File: src/rtl/bp_update_scheduler.sv
// Serialises resolved-branch outcomes from two execute pipes into the predictor's
// single update port, with round-robin arbitration, an in-order FIFO and a timed flush.
module bp_update_scheduler #(
    parameter int DEPTH        = 4,
    parameter int FLUSH_CYCLES = 2
) (
    input  logic                         clk,
    input  logic                         reset,
    input  logic                         req0_valid,
    input  logic                         req0_taken,
    output logic                         req0_ready,
    input  logic                         req1_valid,
    input  logic                         req1_taken,
    output logic                         req1_ready,
    input  logic                         hold,
    input  logic                         flush,
    output logic                         pred_update,
    output logic                         pred_taken,
    output logic                         pred_reset,
    output logic [$clog2(DEPTH+1)-1:0]   count,
    output logic                         busy
);
    localparam int AW = $clog2(DEPTH);
    localparam int CW = $clog2(DEPTH + 1);
    localparam int FW = (FLUSH_CYCLES > 1) ? $clog2(FLUSH_CYCLES) : 1;

    typedef enum logic {RUN, FLUSH} state_t;

    state_t          state;
    logic [DEPTH-1:0] mem;
    logic [AW-1:0]   head;
    logic [AW-1:0]   tail;
    logic [CW-1:0]   occ;
    logic            rr;
    logic [FW-1:0]   fcnt;
    logic            reset_q;

    logic active;
    logic accept;
    logic grant0;
    logic grant1;
    logic push;
    logic push_taken;
    logic pop;

    // Outputs are blanked during reset and for the first cycle after it drops.
    always_comb begin
        active     = !reset && !reset_q;
        accept     = active && (state == RUN) && !flush && (occ < CW'(DEPTH));
        grant0     = accept && req0_valid && (!req1_valid || !rr);
        grant1     = accept && req1_valid && (!req0_valid || rr);
        push       = grant0 || grant1;
        push_taken = grant0 ? req0_taken : req1_taken;
        pop        = active && (state == RUN) && (occ != '0) && !hold;
    end

    assign req0_ready  = grant0;
    assign req1_ready  = grant1;
    assign pred_update = pop;
    assign pred_taken  = active && mem[head];
    assign pred_reset  = active && (state == FLUSH);
    assign count       = active ? occ : '0;
    assign busy        = active && ((occ != '0) || (state == FLUSH));

    always_ff @(posedge clk) begin
        reset_q <= reset;
        if (reset) begin
            state <= RUN;
            head  <= '0;
            tail  <= '0;
            occ   <= '0;
            rr    <= 1'b0;
            fcnt  <= '0;
        end else begin
            case (state)
                RUN: begin
                    if (flush) begin
                        state <= FLUSH;
                        head  <= '0;
                        tail  <= '0;
                        occ   <= '0;
                        fcnt  <= FW'(FLUSH_CYCLES - 1);
                    end else begin
                        if (push) begin
                            mem[tail] <= push_taken;
                            tail      <= tail + AW'(1);
                        end
                        if (pop) begin
                            head <= head + AW'(1);
                        end
                        case ({push, pop})
                            2'b10:   occ <= occ + CW'(1);
                            2'b01:   occ <= occ - CW'(1);
                            default: occ <= occ;
                        endcase
                        // Pointer only moves when both pipes competed for the slot.
                        if (push && req0_valid && req1_valid) begin
                            rr <= ~rr;
                        end
                    end
                end
                FLUSH: begin
                    if (flush) begin
                        fcnt <= FW'(FLUSH_CYCLES - 1);
                    end else if (fcnt == '0) begin
                        state <= RUN;
                    end else begin
                        fcnt <= fcnt - FW'(1);
                    end
                end
                default: state <= RUN;
            endcase
        end
    end
endmodule
File: config.mk
export PLATFORM = sky130hd
export DESIGN_NAME = bp_update_scheduler
export DESIGN_NICKNAME = d
export VERILOG_FILES = /design/src/rtl/bp_update_scheduler.sv
export SDC_FILE = /design/constraint.sdc
export NUM_CORES = 1
export LEC_CHECK = 0
export ABC_AREA = 1
export CAP_MARGIN = 0
export CORE_ASPECT_RATIO = 1.2
export CORE_MARGIN = 5
export CORE_UTILIZATION = 40
export DETAILED_ROUTE_END_ITERATION = 8
export HOLD_SLACK_MARGIN = 0.05
export PLACE_DENSITY = 0.78
export SETUP_SLACK_MARGIN = 0.2
export SKIP_CTS_REPAIR_TIMING = 1
export SLEW_MARGIN = 20
export SYNTH_ARGS = -nofsm -noshare
export SYNTH_HDL_FRONTEND = slang
export SYNTH_SLANG_ARGS = --single-unit
export TNS_END_PERCENT = 10
File: constraint.sdc
create_clock -name clk -period 1.92 [get_ports clk]
set_clock_uncertainty 0.15 [all_clocks]
set_input_delay 0.288 -clock clk [delete_from_list [all_inputs] [get_ports clk]]
set_output_delay 0.288 -clock clk [all_outputs]
set_load 0.03 [all_outputs]
==> results.ini, run 1 <==
[routing]
drtIter0Drc=16
routed_wl_mm=2.205
firstDrtPassIters=4
drt-vias-per-instance=4.686
routedWlPerCell_um=11.73
num_vias=881
drcViolationCount=0
ant_nets=0

[synth]
netlist_area_sq_um=893.4
synth-simple-area-share=0.3151
synth_cell_type_count=22
muxShareOfSynthArea=0
yosys_most_used_dff=dfxtp_1
synth-seq-cells=15
netlist.area_leader.share=0.2465
yosys.area.top_type=dfxtp_1
synth_top_family_by_area=simple AND/OR/NAND/NOR gates
synth-adder-area-share=0.07843
synth_edf_count=4
synth_xor_area_frac=0.009804
ys_warn_count=0
ys_top_cells_by_area=dfxtp_1 (25%), edfxtp_1 (13%), inv_1 (11%)
synth_compound_area_frac=0.1064
ys_async_sr_fraction=0
syn-num-nets=130
synth.avg_cell_area_sq_um=7.636
synth_cells=117
yosysSeqAreaShare=0.3810

[outcome]
status=finished, violations left
violations=setup timing

[finish]
area_delta_synth_final_pct=45.80
finalNetCount=172
fin_area_sq_um=1303
post-route-util=0.6219
drive_gt1_frac=0.3734
fillerInstances=197
num_antenna_cells=0

[timing]
max_freq_mhz=500.0
slew_violations=0
fin_ws_ns=-0.07988
worstMarginPinSlew_ns=0.2609
rsz0062_at_grt=yes
max_slew_margin=0.8248
finalCritPeriodShare=1.042
setup_viol=1
hold_violations=0
period_minus_slack_ns=2.000
finalSetupTns_ns=-0.07988

[clock_network]
clockBufferDepth=2
clockRootBuffer=clkbuf_4
cts_tree=yes
clock-sinks=15
htreeDepth=1
numCtsBuffers=3
clk_pin_slew_ns=0.10
clock_latency_ns=0.30

[floorplan]
rows=18
die_width_um=53.14
die_h_um=61.77
die_area_sq_um=3282
io_pins=17
start_util=0.4265
core_sq_um=2095

[setup_path]
worstPathRequired_ns=1.98
r2r_cells=13
r2r_setup_slack_ns=-0.06
worst-path-max-fanout=3
crit_type=primary input to flop
r2r_start=occ[2]
cp.arrival_ns=2.06
startpoint=req1_valid
cp-start-kind=primary input
endpoint=occ[2]
reg2reg_to=occ[2]
cp-end-kind=flop

[pwr]
p_leak_nw=0.6334
power.density_nw_per_um2=498.8
max-vdd-ir-drop_uv=540.2
finalPower_w=0.0006497

[placement]
dp_hpwl_mm=1.776
pre_cts_ws_ns=-0.5724
post_dp_cell_area_sq_um=1244
routabilityCongestion=0.8682
portBuffers=16

[min_path]
hold_class=primary input to flop
whs_path_depth=2

[grt]
grt_pass1_vias=905
grt_pass1_wl_mm=3.615
grt_overflow_total=0
use_met1=0.1580
antenna_found_initial=0
grt_max_degree=11
grtUsageTotal=0.1534
use_met2=0.2996
grt_use_met3=0.02148
grt-busiest-layer=met2

[job]
maxCapViolations=0

-- cells by family after synthesis --
group | count (synthesis)
and+or+nand+nor | 53
xor gates and xnor gates | 1
buffers and inverters | 26
AOI/OAI and AO/OA | 17
adders and majority gates | 5
DFF | 15
-- layout by cell type (no fill, tap or decap), types with 2 or more instances in the layout --
cell and count:
inv_2 5, edfxtp_1 4, nand4_1 2, o21ai_0 5, dfxtp_2 3, nor2_1 17, ha_1 4, buf_6 2
clkdlybuf4s50_1 5, nor2_2 3, dlymetal6s2s_1 2, nor2_4 3, nand2_4 3, buf_4 28, nor3_1 2, nand3_4 2
dfxtp_1 8, a21oi_1 8, nand3_1 4, nand2_2 4, inv_1 21, nand2_1 13, clkbuf_4 3
-- state kept, by name (all words and copies together), names as in the netlist --
register	cells
fcnt	1
head	2
mem	4
occ	3
reset_q	1
rr	1
state	1
tail	2
-- power by group --
group | internal, W | switching [W]
clock | 0.0000794 | 0.000118
sequential | 0.000332 | 0.00000483
combinational | 0.0000528 | 0.0000624
total | 0.000464 | 0.000185
-- Yosys cell counts (2+ instances only) --
master,count
inv_1,26
nor2_1,19
nand2_1,14
dfxtp_1,11
a21oi_1,8
o21ai_0,6
edfxtp_1,4
ha_1,4
nand3_1,4
nand2_2,3
nand2_4,3
nand4_1,2
nor2_2,2
nor2_4,2
nor3_1,2
-- final cells by class --
cell class / instances / area [sq um] / share of cell area
clock buffer: 3 / 22.52 / 0.01729
clock inverter: 1 / 7.507 / 0.005764
inverter: 26 / 97.59 / 0.07493
multi-input combinational: 76 / 485.5 / 0.3727
sequential: 15 / 344.1 / 0.2642
tap: 30 / 37.54 / 0.02882
timing repair buffer: 37 / 307.8 / 0.2363
-- stage by stage --
stage	cells	hold WS, ns
after floorplan	117	0.1657
after global placement	184	0.3331
final	188	0.1874
after global routing	188	0.1898
after CTS	188	0.3627
after detailed placement	184	0.3472
-- layer usage --
| metal | routed length (um) | vias up |
|---|---|---|
| met3 | 65 | 4 |
| li1 | - | 446 |
| met4 | 40 | 0 |
| met5 | 0 | - |
| met1 | 854 | 418 |
| met2 | 1244 | 13 |
-- worst min path at each step --
stage / start / slack, ns / to
finish: reset / 0.19 / reset_q
CTS: occ[0] / 0.36 / occ[0]
global placement: head[1] / 0.33 / head[1]
global route: reset / 0.19 / reset_q
detailed placement: occ[0] / 0.35 / occ[0]
floorplan: reset / 0.17 / reset_q
-- critical path: stages --
cell and delay, ns:
clkdlybuf4s50_1 0.50, inv_1 0.06, nor2_2 0.15, nand2_4 0.07, nand3_4 0.09, inv_2 0.04, fa_2 0.36, xor2_2 0.15
nand4_1 0.09, nand2_1 0.09, nor2_2 0.03, nor2_1 0.08, nor2_1 0.05
Power figures use the tool's default switching activity.
==> run 2: changes to the inputs <==
CAP_MARGIN = 10   (was 0)
PLACE_DENSITY = 0.75   (was 0.78)
clock period = 2.5 ns   (was 1.92 ns; I/O delays follow)
==> run 2 against run 1 <==
Against the previous run: the flow now finishes without violations; clock power down 23%; via count down 4.4%; utilization shrank 4.6 points; largest power group unchanged; sequential share of layout area is 1.8 points higher.
==> results.ini, run 2 (synthesis gave the netlist of run 1 again) <==
[placement]
dp_hpwl_mm=1.634
routabilityCongestion=0.8901
portBuffers=16

[grt]
grt_overflow_total=0
antenna_found_initial=0
grt_pass1_wl_mm=3.539
grt_pass1_vias=871
grtUsageTotal=0.1462
grt_max_degree=11

[routing]
firstDrtPassIters=4
drcViolationCount=0
routedWlPerCell_um=12.01
ant_nets=0
drt-vias-per-instance=4.730
num_vias=842
drtIter0Drc=14
routed_wl_mm=2.138

[finish]
num_antenna_cells=0
mostFrequentLayoutCells=inv_1 (25), buf_4 (20), nor2_1 (18)
largest_register_ffs=4
drive_gt1_frac=0.2770
largestRegisters=mem x4, occ x3
regMostFlops=mem
area_delta_synth_final_pct=35.01
mostFrequentLayoutCell=inv_1
finalNetCount=162

[pwr]
seqPwrFrac=0.528
clockPowerShare=0.313
power.internal_w=0.0003492
max-vdd-ir-drop_uv=354.0
power.density_nw_per_um2=406.8
switching_power_w=0.0001414
p_leak_nw=0.5840
switching_share=0.2883
combPwrFrac=0.160

[floorplan]
rows=18
die_area_sq_um=3282
die_h_um=61.77
core_sq_um=2095
start_util=0.4265
die_width_um=53.14
io_pins=17

[setup_path]
crit_path_cell_trace=clkdlybuf4s50_1 > buf_4 > nand2_1 > nand3_4 > nand3_2 > inv_1 > fa_2 > xor2_2 > nand4_1 > nand2_1 > nor2_2 > nor2_1 > nor2_1
r2r_cells=13
crit_type=primary input to flop
worstPathRequired_ns=2.56
reg2reg_to=occ[2]
cp_slowest_stage_delay_ns=0.43
cp_top_family=simple AND/OR/NAND/NOR gates
r2r_start=occ[2]
r2r_setup_slack_ns=0.36
path_buf_inv=3
worst-path-max-fanout=3
cp.arrival_ns=2.22
cpMaxStageDelayCell=clkdlybuf4s50_1
cp-end-kind=flop
cp-start-kind=primary input

[timing]
finalSetupTns_ns=0
hold_violations=0
slew_violations=0
max_freq_mhz=463.2
finalCritPeriodShare=0.8635
rsz0062_at_grt=no
fin_hold_ws_ns=0.2842
period_minus_slack_ns=2.159
max_slew_margin=0.8118
setup_viol=0
worstMarginPinSlew_ns=0.2813

[min_path]
hold_end=reset_q
hold_class=primary input to flop
whs_path_depth=2
hold_start=reset

[job]
maxCapViolations=0

[clock_network]
clockRootBuffer=clkbuf_4
clock-sinks=15
numCtsBuffers=3
htreeDepth=1
clk_pin_slew_ns=0.10
cts_tree=yes
clockBufferDepth=2
clock_latency_ns=0.30

[outcome]
status=completed

[run 2: cell count changes in the layout (fill, tap and decap cells not counted), sizes merged]
cell	previous run	this run
buf	30	20
[run 2: metal layers]
metal / wire length (um) / track usage / vias up / share of wire
met1: 869 / 0.1575 / 394 / 0.41
met3: 94 / 0.01909 / 5 / 0.044
met5: 0 / 0 / - / 0
met4: 37 / 0.06569 / 0 / 0.017
met2: 1137 / 0.2819 / 19 / 0.53
li1: - / - / 424 / -
[run 2: through the flow]
stage / cell area (sq um) / cells / setup WS (ns) / total power [W] / utilization
2_1_floorplan: 893.4 / 117 / 0.3714 / 0.0003029 / -
3_3_place_gp: 1144 / 173 / -0.04776 / 0.0003367 / 0.5460
3_5_place_dp: 1144 / 173 / -0.1856 / 0.0003389 / 0.5460
4_1_cts: 1174 / 177 / 0.1271 / 0.0004896 / 0.5603
5_1_grt: 1206 / 178 / 0.1884 / 0.0005117 / 0.5759
6_report: 1206 / 178 / 0.3413 / 0.0004906 / 0.5759
[run 2: power by group through the flow]
| stage | Combinational, W | Sequential (W) | Clock (W) |
|---|---|---|---|
| 2_1_floorplan | 0.0000397 | 0.000263 | 0 |
| 3_3_place_gp | 0.0000729 | 0.000264 | 0 |
| 3_5_place_dp | 0.0000749 | 0.000264 | 0 |
| 4_1_cts | 0.0000752 | 0.000258 | 0.000156 |
| 5_1_grt | 0.0000853 | 0.000259 | 0.000167 |
| 6_report | 0.0000783 | 0.000259 | 0.000153 |
[run 2: layout make-up]
type,count,area [sq um]
fillers,188,888.4
multi-input cells,76,475.5
flip-flops and latches,15,340.3
repair buffers,27,225.2
inverters,26,97.59
well taps,30,37.54
clock buffers,3,22.52
clock inverters,1,7.507
[run 2: worst max path at each step]
stage	from	end	slack, ns	cells past startpoint
after CTS	reset	occ[2]	0.13	14
after global routing	occ[2]	occ[2]	0.19	13
final	req1_valid	occ[2]	0.34	13
after global placement	reset	occ[2]	-0.05	14
after detailed placement	reset	occ[2]	-0.19	14
after floorplan	reset	occ[2]	0.37	13
==> run 3: changes to the inputs <==
CORE_MARGIN = 2   (was 5)
==> run 3 against run 2 <==
Against the previous run: cell area decreased by 1.0%; register-to-register slack improved by 0.11 ns; count of clock-buffer cells in the layout unchanged; clock power decreased by 6%; global-route usage increased by 2.1 points; wire length decreased by 9.2%; non-clock buffer count unchanged; critical path depth increased by 1; utilization decreased by 0.60 points; critical path type unchanged; critical endpoint unchanged.
==> results.ini, run 3 (synthesis gave the netlist of run 1 again) <==
[outcome]
status=completed

[setup_path]
worst-path-max-fanout=2
startpoint=flush
r2r_setup_slack_ns=0.47
cp.arrival_ns=2.18
cp-end-kind=flop
crit_type=primary input to flop
worstPathRequired_ns=2.55
r2r_start=occ[2]
cp-start-kind=primary input

[grt]
grt_max_degree=11
grt_pass1_wl_mm=3.201
grt_overflow_total=0
grtUsageTotal=0.1670
grt_pass1_vias=767
antenna_found_initial=0

[timing]
rsz0062_at_grt=no
worstMarginPinSlew_ns=0.3044
max_freq_mhz=469.1
period_minus_slack_ns=2.132
max_slew_margin=0.7963
setup_viol=0
slew_violations=0
finalCritPeriodShare=0.8526
hold_violations=0

[routing]
drt-vias-per-instance=4.758
routed_wl_mm=1.942
drtIter0Drc=24
drt-met1-wl_um=803
wl_met2_um=969
num_vias=847
firstDrtPassIters=5
route.met3.wl_um=146
highest_layer=met4
routedWlPerCell_um=10.91
ant_nets=0
drcViolationCount=0

[pwr]
switching_power_w=0.0001306
max-vdd-ir-drop_uv=264.9
finalPower_w=0.0004791
combPwrFrac=0.159
power.internal_w=0.0003484
clockPowerShare=0.301
seqPwrFrac=0.540
switching_share=0.2727
power.density_nw_per_um2=401.4
p_leak_nw=0.5751

[finish]
regMostFlops=mem
post-route-util=0.5699
mostFrequentLayoutCell=inv_1
num_antenna_cells=0
largest_register_ffs=4
area_delta_synth_final_pct=33.61
finalNonFillerCells=178
largestRegisters=mem x4, occ x3
drive_gt1_frac=0.2568
fillerInstances=200
mostFrequentLayoutCells=inv_1 (26), buf_4 (20), nor2_1 (19)
finalNetCount=162
fin_area_sq_um=1194

[placement]
place_inst=174
dp_hpwl_mm=1.516
portBuffers=16
post_dp_cell_area_sq_um=1151
routabilityCongestion=0.8220

[clock_network]
clock-sinks=15
clock_latency_ns=0.29
htreeDepth=1
clockRootBuffer=clkbuf_4
clockBufferDepth=2
cts_tree=yes
clk_pin_slew_ns=0.09
numCtsBuffers=3

[floorplan]
die_width_um=47.14
core_sq_um=2095
die_h_um=55.77
io_pins=17
die_area_sq_um=2629
rows=18
start_util=0.4265

[job]
maxCapViolations=0

[min_path]
hold_class=primary input to flop
hold_start=reset

[run 3: cell types whose count changed in the layout (fill, tap and decap cells not counted)]
cell	previous run	this run
clkdlybuf4s50_1	5	6
dlymetal6s2s_1	2	1
inv_1	25	26
inv_2	1	0
nand2_1	13	14
nand2_2	4	3
nor2_1	18	19
nor2_4	3	2
[run 3: final timing paths]
check,cells past startpoint,endpoint
worst max-delay path,14,occ[2]
worst min-delay path,2,reset_q
worst max register to register,13,occ[2]
worst min register to register,1,fcnt
[run 3: layer usage]
metal  up-vias  track usage
met2        31       0.2622
met1       387       0.2166
met4         0      0.03571
li1        423            -
met3         6      0.05844
met5         -            0
[run 3: cell type report]
cell class	instances	area [sq um]	area share
clock buffer	3	22.52	0.01887
clock inverter	1	7.507	0.006289
inverter	26	97.59	0.08176
multi-input combinational	76	465.4	0.3899
sequential	15	340.3	0.2851
tap	30	37.54	0.03145
timing repair buffer	27	222.7	0.1866
[run 3: power by group through the flow]
stage                     registers [W]  clock network, W  logic [W]
after detailed placement       0.000264                 0  0.0000755
after global placement         0.000264                 0  0.0000741
final                          0.000258          0.000144  0.0000764
after global routing           0.000259          0.000165  0.0000842
after CTS                      0.000259          0.000150  0.0000762
after floorplan                0.000263                 0  0.0000397
[run 3: stage by stage]
stage                TNS, ns  hold WS [ns]  worst slack (ns)
floorplan                  0        0.2527            0.3714
global placement    -0.05387        0.2967          -0.05387
detailed placement  -0.07041        0.3295          -0.07041
CTS                        0        0.3436            0.2368
global route               0        0.2667            0.2208
finish                     0        0.2478            0.3685
[run 3: worst max-delay path, cell delays in order]
cell	delay, ns
clkdlybuf4s50_1	0.41
inv_1	0.08
nand2_1	0.10
nor2_4	0.15
nand3_4	0.08
nand3_2	0.07
inv_1	0.05
fa_2	0.35
xor2_2	0.15
nand4_1	0.11
nand2_1	0.08
nor2_2	0.04
nor2_1	0.07
nor2_1	0.04
